===== src/rtl/sram_ctrl.sv =====
// Pipelined Wishbone slave driving an async SRAM.
// One access in flight; fixed wait states.
module sram_ctrl #(
  parameter int AWIDTH = 15,
  parameter int DWIDTH = 32,
  parameter int WAIT   = 2
) (
  input  logic              clk_i,
  input  logic              rst_i,
  input  logic              cyc_i,
  input  logic              stb_i,
  input  logic              we_i,
  input  logic [3:0]        sel_i,
  input  logic [AWIDTH-1:0] adr_i,
  input  logic [DWIDTH-1:0] dat_i,
  output logic [DWIDTH-1:0] dat_o,
  output logic              ack_o,
  output logic              stall_o,
  output logic [AWIDTH-1:0] sram_adr_o,
  output logic [DWIDTH-1:0] sram_dat_o,
  output logic              sram_dat_oe,
  input  logic [DWIDTH-1:0] sram_dat_i,
  output logic              sram_ce_n,
  output logic              sram_oe_n,
  output logic              sram_we_n,
  output logic [3:0]        sram_be_n
);

  localparam logic [1:0] IDLE    = 2'd0;
  localparam logic [1:0] ACCESS  = 2'd1;
  localparam logic [1:0] RECOVER = 2'd2;

  localparam logic [3:0] WAIT_C = 4'(WAIT);

  logic [1:0] state;
  logic [3:0] cnt;
  logic       we_q;
  logic       accept;
  logic       last;

  assign stall_o = (state != IDLE);
  assign accept  = cyc_i & stb_i & ~stall_o;
  assign last    = (cnt == 4'd0);

  always_ff @(posedge clk_i or negedge rst_i) begin
    if (!rst_i) begin
      state       <= IDLE;
      cnt         <= 4'd0;
      we_q        <= 1'b0;
      ack_o       <= 1'b0;
      dat_o       <= '0;
      sram_adr_o  <= '0;
      sram_dat_o  <= '0;
      sram_dat_oe <= 1'b0;
      sram_ce_n   <= 1'b1;
      sram_oe_n   <= 1'b1;
      sram_we_n   <= 1'b1;
      sram_be_n   <= 4'hF;
    end else begin
      ack_o <= 1'b0;
      case (state)
        IDLE: begin
          if (accept) begin
            state       <= ACCESS;
            cnt         <= WAIT_C;
            we_q        <= we_i;
            sram_adr_o  <= adr_i;
            sram_dat_o  <= dat_i;
            sram_ce_n   <= 1'b0;
            sram_oe_n   <= we_i;
            sram_we_n   <= ~we_i;
            sram_dat_oe <= we_i;
            sram_be_n   <= we_i ? ~sel_i : 4'h0;
          end
        end
        ACCESS: begin
          if (last) begin
            ack_o     <= cyc_i;
            sram_ce_n <= 1'b1;
            if (we_q) begin
              // data, address and lanes stay put for hold time
              state     <= RECOVER;
              sram_we_n <= 1'b1;
            end else begin
              state     <= IDLE;
              dat_o     <= sram_dat_i;
              sram_oe_n <= 1'b1;
            end
          end else begin
            cnt <= cnt - 4'd1;
          end
        end
        RECOVER: begin
          state       <= IDLE;
          sram_dat_oe <= 1'b0;
        end
        default: begin
          state       <= IDLE;
          sram_ce_n   <= 1'b1;
          sram_oe_n   <= 1'b1;
          sram_we_n   <= 1'b1;
          sram_dat_oe <= 1'b0;
        end
      endcase
    end
  end

endmodule

===== config.mk =====
export PLATFORM = sky130hd
export DESIGN_NAME = sram_ctrl
export DESIGN_NICKNAME = d
export VERILOG_FILES = /design/src/rtl/sram_ctrl.sv
export SDC_FILE = /design/constraint.sdc
export NUM_CORES = 1
export LEC_CHECK = 0
export CORE_ASPECT_RATIO = 0.9
export CORE_UTILIZATION = 44
export CTS_CLUSTER_SIZE = 30
export DETAILED_ROUTE_END_ITERATION = 16
export GPL_ROUTABILITY_DRIVEN = 0
export PLACE_DENSITY_LB_ADDON = 0.15
export SYNTH_ARGS = -nofsm -noshare
export SYNTH_HDL_FRONTEND = slang
export SYNTH_SLANG_ARGS = --single-unit

===== constraint.sdc =====
create_clock -name clk_i -period 2.7 [get_ports clk_i]
set_input_delay 0.27 -clock clk_i [delete_from_list [all_inputs] [get_ports clk_i]]
set_output_delay 0.27 -clock clk_i [all_outputs]
set_load 0.01 [all_outputs]

* Word level (Yosys, flattened, before mapping) *
Index checks and enable logic that the tools add are counted.

cells by class
  reductions and logical operators = 12
  multiplexer cells = 22
  $add $sub $neg = 1
  bitwise logic cells = 8
  equal/unequal tests = 7

operator list
  operator             count
  $mux 4               3
  $mux 1               10
  $ne 2x2->1 const B   5
  $pmux 1 s3           3
  $reduce_and 3->1     3
  $pmux 4 s2           1
  $reduce_and 4->1     2
  $mux 2               3
  $reduce_and 2->1     3
  $not 1->1            5
  $logic_not 4->1      1
  $not 4->4            1
  $pmux 2 s2           1
  $reduce_bool 2->1    2
  $sub 4x1->4 const B  1
  $and 1x1->1          2
  $eq 2x1->1 const B   1
  $eq 2x2->1 const B   1
  $logic_not 2->1      1
  $pmux 1 s2           1

word-level totals
  output and inout port bits = 89
  register bits = 95
  bits of input ports = 88
  word-level logic and storage cells = 62

* Depth between registers and ports, before layout *
Gate-level depths: netlist (run 1).

  depth in word-level cells = 5
  depth in mapped cells = 6
  gate-level depth less buffers = 5

* Worst setup path before layout (run 1) *
No wires, ideal clock.

  kind = flip-flop to flip-flop
  start point = register cnt[0]
  end point = register dat_o[0]
  path buffers = 1
  stages on the path, launching flop included = 7
  path slack = 1,161 ps
  library setup time = 125 ps
  data arrival time = 1,414 ps
  clock period less this slack = 1,539 ps
  data required time = 2,575 ps
  path through = dfrtp_1 > inv_1 > ha_1 > nor4b_4 > nand2_2 > buf_6 > mux2_4

on the way
  word-level cells in the longest chain between the ends = 2

RTL lines
  element                     line  text
  start, declared             36    logic [3:0] cnt;
  start signal, assigned      90    cnt <= cnt - 4'd1;
  $logic_not 4->1             43    assign last = (cnt == 4'd0);
  $reduce_and 3->1 (no line)  --
  end signal, assigned        86    dat_o <= sram_dat_i;
  end, declared               16    output logic [DWIDTH-1:0] dat_o,

No other way between the ends.
A chain may end at the register's enable or synchronous reset.

* Worst setup path after layout (run 1) *
  start point = register state[1]
  end point = output port stall_o

on the way
  word-level cells in the longest chain between the ends = 1

RTL lines
  element                 line  text
  start, declared         35    logic [1:0] state;
  start signal, assigned  47    state <= IDLE;
  start signal, assigned  64    state <= ACCESS;
  start signal, assigned  82    state <= RECOVER;
  $reduce_bool 2->1       41    assign stall_o = (state != IDLE);
  end, declared           18    output logic stall_o,

No other way between the ends.

==> run_results.csv, run 1 <==
group,metric,value,unit
outcome,status,"finished, final reports clean",
sta,drv_slew,0,
detailed_routing,ant_nets,0,
critical_path,worst_setup_path_end_kind,"output port",
pwr,p_total,0.00663,W
clock_tree,clk_pin_slew_worst_paths,90,ps
layout,diodes,0,
clock_tree,clkLatencyLatePin,340,ps
detailed_routing,avgRoutedWirePerCell,14.2,um
layout,layout-drive-gt1-share,12.5,%
synthesis,synth_area_leaders,"dfrtp_1, nand2_1, mux2_4",
sta,period_needed,1940,ps
global_routing,gr-total-overflow,0,
critical_path,rrSetupSlack,840,ps
place,dp_hpwl,6410,um
die,core-area,8260,um^2
detailed_routing,drt_pass1_iterations,6,
clock_tree,cts_buffer_depth,2,
die,io_pins,177,
pwr,ir_drop,522,uV
global_routing,grt_pass1_vias,3008,
sta,max_freq,517,MHz
clock_tree,cts_sinks,95,
sta,finalCritPeriodShare,71.7,%
synthesis,synthesis.nets,428,
sta,setup_viol,0,
place,place_ws,676,ps
synthesis,yosysTopAreaCellShare,57.4,%
sta,hold_viol_final,0,
sta,rsz0062_at_grt,"no",
global_routing,grt_pass1_wl,14600,um
layout,final_nets,604,
pwr,powerDensity,1120,nW/um^2
critical_path,ff2ff_path_depth,6,
die,dieArea,9090,um^2
synthesis,seq_area_frac_synth,62.2,%
sta,skew,10.3,ps
synthesis,yosysTopAreaCell,"dfrtp_1",
clock_tree,cts_buffers,9,
die,fp.dieH,90.6,um
sta,whs,429,ps
min_path,hold_path.class,"primary input to asynchronous set/reset pin",
synthesis,yosys_register_bits,95,
global_routing,antenna_found_initial,0,
sta,setup_slack,765,ps
die,row_count,31,
critical_path,critPathKind,"flip-flop to output port",
die,die_w,100,um
sta,worst_pin_slew,559,ps
sta,slew_headroom,62.7,%
detailed_routing,vias,2972,
layout,area_growth_syn_to_layout,53.9,%
global_routing,met1_usage,27.5,%
place,dp_cells,617,
critical_path,start_kind,"flip-flop",
critical_path,crit_fanout,10,
detailed_routing,drtIter0Drc,85,
run,maxCapViolations,0,
detailed_routing,remaining_drc_errors,0,
global_routing,grtUsageTotal,20.4,%
synthesis,yosysWarnings,0,
pwr,leakagePower,2.81,nW
clock_tree,clockRootBuffer,"clkbuf_8",
critical_path,r2r-start,"cnt[0]",
sta,fin_setup_tns,0,ps
layout,finalNonFillerCells,633,
clock_tree,cts_resized,0,
synthesis,syn_area,3830,um^2
synthesis,synth_cells,338,
synthesis,synth_cell_types,33,
global_routing,grt_util_met2,32.4,%
global_routing,grtUsageMet3,4.18,%
place,io_buffers,176,
critical_path,r2r-end,"dat_o[30]",
synthesis,postSynthAreaPerCell,11.3,um^2
clock_tree,htree_levels,3,
global_routing,gr-max-usage-layer,"met2",
die,initial_core_util,46.4,%
detailed_routing,finalWirelength,8990,um
critical_path,worstPathRequired,2430,ps
clock_tree,cts_tree,"done",
global_routing,grt_max_degree,52,
critical_path,cp.arrival,1670,ps
detailed_routing,avgViaCountPerCell,4.70,
==> cell families (layout without fill, tap and decap cells) <==
logic type | count (synthesis) | in the layout | synth area share [%]
simple gates | 179 | 179 | 20.0
mux | 35 | 35 | 13.1
buf+inv | 19 | 199 | 2.81
compound gates | 8 | 8 | 1.24
fa+ha+maj | 2 | 2 | 0.652
flops | 95 | 95 | 62.2
==> what timing repair did <==
action,CTS,global route
hold buffers,1,0
setup buffers,0,0
hold endpoints to repair,33,0
==> cells in the mapped netlist <==
master and count:
nand2_1 154, dfrtp_1 88, mux2_4 30, buf_2 11
dfstp_2 7, nand3b_1 6, buf_6 3, mux2i_1 3
and3_1 2, buf_1 2, ha_1 2, inv_1 2
mux2_1 2, nand2b_1 2, nand3_1 2, nor2_1 2
nor3_1 2, o21ai_0 2, or2_2 2, a21boi_1 1
a21oi_1 1, a31oi_1 1, and2b_1 1, clkbuf_1 1
nand2_2 1, nand4bb_1 1, nor3b_2 1, nor4_1 1
nor4b_4 1, nor4bb_1 1, o21ai_1 1, o22ai_1 1
o31ai_1 1
==> stage by stage <==
step,instance area (um^2),utilization [%]
3_3_place_gp,5700,68.9
4_1_cts,5900,71.4
3_5_place_dp,5700,68.9
6_report,5900,71.4
5_1_grt,5900,71.4
2_1_floorplan,3830,-
==> how the worst max path moves through the flow <==
stage / end / cells past startpoint / startpoint / slack, ps
floorplan: dat_o[0] / 6 / cnt[0] / 1160
global placement: sram_be_n[0] / 5 / stb_i / 730
detailed placement: sram_be_n[2] / 5 / stb_i / 680
CTS: stall_o / 2 / state[1] / 750
global route: stall_o / 2 / state[0] / 710
finish: stall_o / 2 / state[1] / 760
==> critical path: stages (launching register included) <==
cell and delay, ps:
dfrtp_1 500, or2_2 330, clkdlybuf4s50_1 490
==> power breakdown <==
part	internal, W	leakage [nW]	switching (W)
sequential	0.00216	1.14	0.000435
clock	0.000449	0.0944	0.000469
combinational	0.00190	1.57	0.00121
total	0.00451	2.81	0.00212
==> routing by layer <==
metal  routed length, um  share of wire, %  up-vias
met4                 185               2.1        0
met2                4220                47      110
met1                4060                45     1419
li1                    -                 -     1427
met5                   0                 0        -
met3                 526               5.9       16
==> area by class of cell <==
class / count / area (um^2)
Fill cell: 615 / 2360
Clock buffer: 10 / 138
Clock inverter: 5 / 58.8
Inverter: 2 / 7.51
Sequential cell: 95 / 2390
Multi-Input combinational cell: 224 / 1360
Timing Repair Buffer: 182 / 1810
Tap cell: 115 / 144
==> cells in the final DEF (no fill, tap or decap), types with 3 or more instances in the layout <==
cell	netlist	final
nand3b_1	6	6
dfrtp_1	88	88
mux2_4	30	30
dfstp_2	7	7
nand2_1	154	154
mux2i_1	3	3
buf_4	0	6
clkdlybuf4s50_1	0	175
clkbuf_8	0	10
==> sequential cells by signal, indices dropped and copies added, names as in the netlist <==
signal	count
sram_we_n	1
dat_o	32
cnt	4
sram_oe_n	1
we_q	1
sram_dat_o	32
ack_o	1
sram_adr_o	15
sram_dat_oe	1
state	2
sram_ce_n	1
sram_be_n	4
No activity file was read; power rests on OpenSTA's default activity.
==> run 2, diff against run 1 <==
Settings changed: CORE_UTILIZATION 44 to 41.
Clock period 2.7 ns to 1.85 ns, I/O delays scaled along.
==> run 2 against run 1 <==
  * Sequential share of layout area shrank 0.62 points
  * Global-route usage shrank 1.4 points
  * Total power grew 49%
  * Routed wire length grew 0.58%
  * Flip-flop and latch count is the same
  * Combinational power grew 48%
  * Via count is essentially flat
  * Clock skew grew 4.6 ps
  * Critical path depth grew 4
  * Count of clock-buffer cells in the layout grew 1
  * Critical path type is now flip-flop to flip-flop
  * Clock power grew 58%
==> run_results.csv, run 2 (synthesized netlist as in run 1, its figures left out) <==
group,metric,value,unit
clock_tree,cts_buffer_depth,2,
global_routing,grt_max_degree,45,
run,maxCapViolations,0,
detailed_routing,vias,2974,
critical_path,worst_setup_path_end_kind,"flip-flop",
detailed_routing,avgViaCountPerCell,4.60,
die,initial_core_util,42.2,%
sta,setup_slack,145,ps
critical_path,path_delay_family,"flip-flops",
place,dp_hpwl,6570,um
global_routing,gr-total-overflow,0,
die,io_pins,177,
pwr,ir_drop,760,uV
die,core-area,9080,um^2
outcome,status,"finished, final reports clean",
critical_path,crit_fanout,32,
critical_path,cpPeakStageDelay,400,ps
detailed_routing,remaining_drc_errors,0,
sta,hold_viol_final,0,
clock_tree,cts_sinks,95,
critical_path,start_kind,"flip-flop",
sta,slew_headroom,69.5,%
global_routing,antenna_found_initial,0,
layout,area_growth_syn_to_layout,56.3,%
clock_tree,clockRootBuffer,"clkbuf_8",
sta,worst_pin_slew,455,ps
die,die_w,104,um
critical_path,crit_slowest_cell,"dfrtp_1",
sta,fin_setup_tns,0,ps
place,place_ws,149,ps
clock_tree,cts_tree,"done",
place,io_buffers,176,
min_path,hold_path.class,"primary input to asynchronous set/reset pin",
global_routing,grtUsageTotal,19.0,%
die,row_count,33,
sta,setup_viol,0,
pwr,leakagePower,2.86,nW
layout,final_nets,610,
layout,fillers,762,
detailed_routing,ant_nets,0,
layout,layout-drive-gt1-share,13.4,%
detailed_routing,drt_pass1_iterations,4,
sta,skew,14.9,ps
detailed_routing,finalWirelength,9040,um
critical_path,rrSetupSlack,150,ps
layout,mostFrequentLayoutCells,"clkdlybuf4s50_1, nand2_1, dfrtp_1, mux2_4",
clock_tree,clkLatencyLatePin,340,ps
sta,period_needed,1700,ps
detailed_routing,avgRoutedWirePerCell,14.0,um
critical_path,critical_path_buf_inv_count,2,
sta,max_freq,587,MHz
die,dieArea,9740,um^2
sta,whs,287,ps
critical_path,critPathKind,"flip-flop to flip-flop",
pwr,powerDensity,1640,nW/um^2
clock_tree,clk_pin_slew_worst_paths,90,ps
critical_path,worstPathRequired,2080,ps
layout,final_common_cell,"clkdlybuf4s50_1",
global_routing,grt_pass1_wl,14700,um
critical_path,worstPathCellList,"inv_1, ha_1, nor4b_4, nand2_2, buf_12, mux2_1",
layout,reg_top3,"dat_o x32, sram_dat_o x32, sram_adr_o x15",
sta,finalCritPeriodShare,92.2,%
clock_tree,cts_buffers,9,
sta,rsz0062_at_grt,"no",
critical_path,cp.arrival,1930,ps
global_routing,grt_pass1_vias,3009,
die,fp.dieH,93.8,um
layout,diodes,0,
sta,drv_slew,0,
detailed_routing,drtIter0Drc,149,
clock_tree,htree_levels,3,
==> run 2: changes by cell type in the layout (fill, tap and decap cells not counted), sizes merged <==
cell | before | now
clkdlybuf4s50 | 175 | 174
clkbuf | 10 | 11
dlygate4sd2 | 0 | 1
clkinvlp | 2 | 0
bufinv | 1 | 2
buf | 6 | 12
==> run 2: repair_timing <==
action | 4_1_cts | 5_1_grt
gates resized for setup | 1 | 0
endpoints found under the hold margin | 24 | 0
setup buffers | 0 | 0
endpoints found under the setup margin | 1 | 0
hold buffers | 1 | 0
==> run 2: path summary, 6_finish.rpt <==
kind,start,end,cells after the start
setup reg to reg,cnt[0],dat_o[30],6
hold / removal,rst_i,sram_adr_o[14],2
max in group asynchronous,rst_i,sram_we_n,3
min in group clk_i,dat_i[13],sram_dat_o[13],3
setup / recovery,cnt[0],dat_o[30],6
hold reg to reg,sram_be_n[0],sram_be_n[0],2
==> run 2: power by group <==
part	internal (W)	switching [W]
clock network	0.000788	0.000666
logic	0.00281	0.00179
registers	0.00316	0.000631
total	0.00676	0.00309
==> run 2: cell type report <==
| cell class | count | area (um^2) | share of cell area [%] |
|---|---|---|---|
| Sequential cell | 95 | 2390 | 39.8 |
| Clock inverter | 4 | 70.1 | 1.17 |
| Multi-Input combinational cell | 224 | 1360 | 22.7 |
| Tap cell | 122 | 153 | 2.55 |
| Timing Repair Buffer | 188 | 1880 | 31.3 |
| Inverter | 2 | 7.51 | 0.125 |
| Clock buffer | 11 | 141 | 2.36 |
==> run 2: metrics by stage <==
step / total power [W] / util [%] / cells / cell area (um^2)
2_1_floorplan: 0.00584 / - / 338 / 3830
3_3_place_gp: 0.00834 / 63.6 / 630 / 5770
3_5_place_dp: 0.00847 / 63.6 / 630 / 5770
4_1_cts: 0.00997 / 66.0 / 646 / 5990
5_1_grt: 0.0104 / 66.0 / 646 / 5990
6_report: 0.00985 / 66.0 / 646 / 5990
==> run 2: routing by layer <==
metal / routed length, um / part of all wire, % / vias up / GRT usage, %
li1: - / - / 1434 / -
met1: 4000 / 44 / 1432 / 24.4
met2: 4460 / 49 / 100 / 32.2
met3: 492 / 5.4 / 8 / 3.81
met4: 95 / 1.1 / 0 / 6.79
met5: 0 / 0 / - / 0
==> run 3, diff against run 2 <==
Settings changed: CORE_UTILIZATION 41 to 37.
Clock period 1.85 ns to 1.5 ns, I/O delays scaled along.
==> run 3 against run 2 <==
  * Final area is 6.1% higher
  * Sequential power up 22%
  * Via count grew 1.3%
  * Clock power increased by 62%
  * Largest cell class unchanged
  * Worst setup slack got worse by 270 ps
  * Critical path type unchanged
  * The flow now finishes with violations (negative setup slack)
==> run_results.csv, run 3 (synthesized netlist as in run 1, its figures left out) <==
group,metric,value,unit
layout,finalNonFillerCells,670,
global_routing,gr-total-overflow,0,
pwr,p_clk_share,17.9,%
clock_tree,cts_tree,"done",
layout,final_common_cell,"clkdlybuf4s50_1",
sta,setup_viol,32,
layout,final_nets,629,
die,core-area,9870,um^2
clock_tree,clk_pin_slew_worst_paths,70,ps
die,dieArea,10800,um^2
sta,skew,8.17,ps
global_routing,grt_pass1_wl,15400,um
place,io_buffers,176,
pwr,power.switching,0.00405,W
outcome,failed_checks,"negative setup slack",
layout,area_growth_syn_to_layout,65.9,%
sta,drv_slew,0,
layout,fillers,792,
critical_path,worstPathRequired,1720,ps
clock_tree,cts_buffers,9,
die,die_w,109,um
global_routing,grt_max_degree,43,
global_routing,grtUsageTotal,18.4,%
critical_path,worstPathCellList,"inv_2, ha_4, nor4b_4, nand2_4, clkbuf_16, mux2_4",
sta,setup_slack,-120,ps
critical_path,crit_slowest_cell,"dfrtp_1",
critical_path,cp.arrival,1840,ps
layout,multi_input_area,1400,um^2
detailed_routing,remaining_drc_errors,0,
critical_path,start_kind,"flip-flop",
clock_tree,htree_levels,3,
critical_path,worst_setup_path_end_kind,"flip-flop",
pwr,powerDensity,2060,nW/um^2
detailed_routing,avgRoutedWirePerCell,14.1,um
pwr,ir_drop,1040,uV
detailed_routing,vias,3013,
clock_tree,clockRootBuffer,"clkbuf_16",
pwr,netSwitchingFraction,30.8,%
layout,mostFrequentLayoutCells,"clkdlybuf4s50_1, nand2_1, dfrtp_1, mux2_4, buf_4",
place,dp_hpwl,6650,um
sta,rsz0062_at_grt,"yes",
detailed_routing,drt_pass1_iterations,4,
detailed_routing,finalWirelength,9460,um
place,dp_cells,645,
sta,finalCritPeriodShare,108,%
pwr,leakagePower,3.07,nW
layout,layout-drive-gt1-share,17.8,%
sta,worst_pin_slew,314,ps
layout,finalInstanceArea,6360,um^2
clock_tree,cts_buffer_depth,2,
layout,diodes,0,
clock_tree,cts_sinks,95,
sta,max_freq,617,MHz
critical_path,crit_fanout,8,
critical_path,critPathKind,"flip-flop to flip-flop",
pwr,internal-power,0.00907,W
global_routing,antenna_found_initial,0,
clock_tree,clkLatencyLatePin,330,ps
sta,hold_viol_final,0,
die,initial_core_util,38.9,%
die,io_pins,177,
min_path,hold_path.class,"primary input to asynchronous set/reset pin",
global_routing,grt_pass1_vias,3121,
layout,reg_top3,"dat_o x32, sram_dat_o x32, sram_adr_o x15",
run,maxCapViolations,0,
pwr,seq_power_share,35.3,%
die,row_count,34,
detailed_routing,drtIter0Drc,130,
detailed_routing,avgViaCountPerCell,4.50,
critical_path,rrSetupSlack,-120,ps
place,place_area,5910,um^2
die,fp.dieH,98.6,um
sta,slew_headroom,78.9,%
pwr,p_comb_share,46.8,%
critical_path,cpPeakStageDelay,390,ps
layout,regArea,2390,um^2
outcome,status,"complete, but fails checks",
detailed_routing,ant_nets,0,
sta,period_needed,1620,ps
## run 3: layer usage
metal	track usage (%)	share of wire (%)	vias up
met2	30.8	49	95
li1	-	-	1485
met3	4.30	5.6	15
met1	23.4	43	1418
met4	6.15	1.9	0
met5	0	0	-
## run 3: worst max-delay path, delay by kind of cell, from the launching register on
| family | cells | cell delay [ps] |
|---|---|---|
| and+or+nand+nor | 2 | 390 |
| buffers and inverters | 2 | 300 |
| muxes | 1 | 290 |
| adders and majority gates | 1 | 140 |
| DFF | 1 | 390 |
## run 3: path summary, 6_finish.rpt
path                             endpoint  cells after the start    startpoint
max reg2reg                     dat_o[23]                      6        cnt[0]
min                        sram_adr_o[14]                      2         rst_i
min reg2reg                  sram_be_n[3]                      2  sram_be_n[3]
min in group clk_i          sram_adr_o[1]                      3      adr_i[1]
max in group asynchronous       dat_o[10]                      3         rst_i
max                             dat_o[23]                      6        cnt[0]
## run 3: what timing repair did
action                                  in CTS  in global routing
gates resized for setup                     16                 10
hold buffers                                 1                  0
setup buffers                                4                  3
pin swaps                                    0                  2
endpoints found under the hold margin       42                  0
endpoints found under the setup margin      40                 80
cloned                                       2                  1
## run 3: area by class of cell
type | instances | area share, %
clock buffers | 11 | 3.97
multi-input cells | 224 | 22.0
repair buffers | 207 | 32.9
clock inverters | 5 | 1.00
inverters | 2 | 0.118
well taps | 126 | 2.48
flip-flops and latches | 95 | 37.5
## run 3: metrics by stage
step	setup slack, ps	utilization, %	setup TNS (ps)	power, W	hold slack [ps]
6_report	-120	64.5	-3490	0.0131	248
5_1_grt	-179	64.5	-5210	0.0140	262
4_1_cts	-168	64.1	-4950	0.0132	238
3_5_place_dp	-171	59.9	-5970	0.0107	55.1
3_3_place_gp	-78.4	59.9	-1990	0.0105	49.1
2_1_floorplan	-38.6	-	-1160	0.00720	-146
## run 3: power groups by stage
stage	sequential [W]	combinational, W	clock [W]
floorplan	0.00518	0.00202	0
global placement	0.00464	0.00586	0
detailed placement	0.00465	0.00600	0
CTS	0.00464	0.00613	0.00242
global route	0.00481	0.00663	0.00254
finish	0.00463	0.00613	0.00235
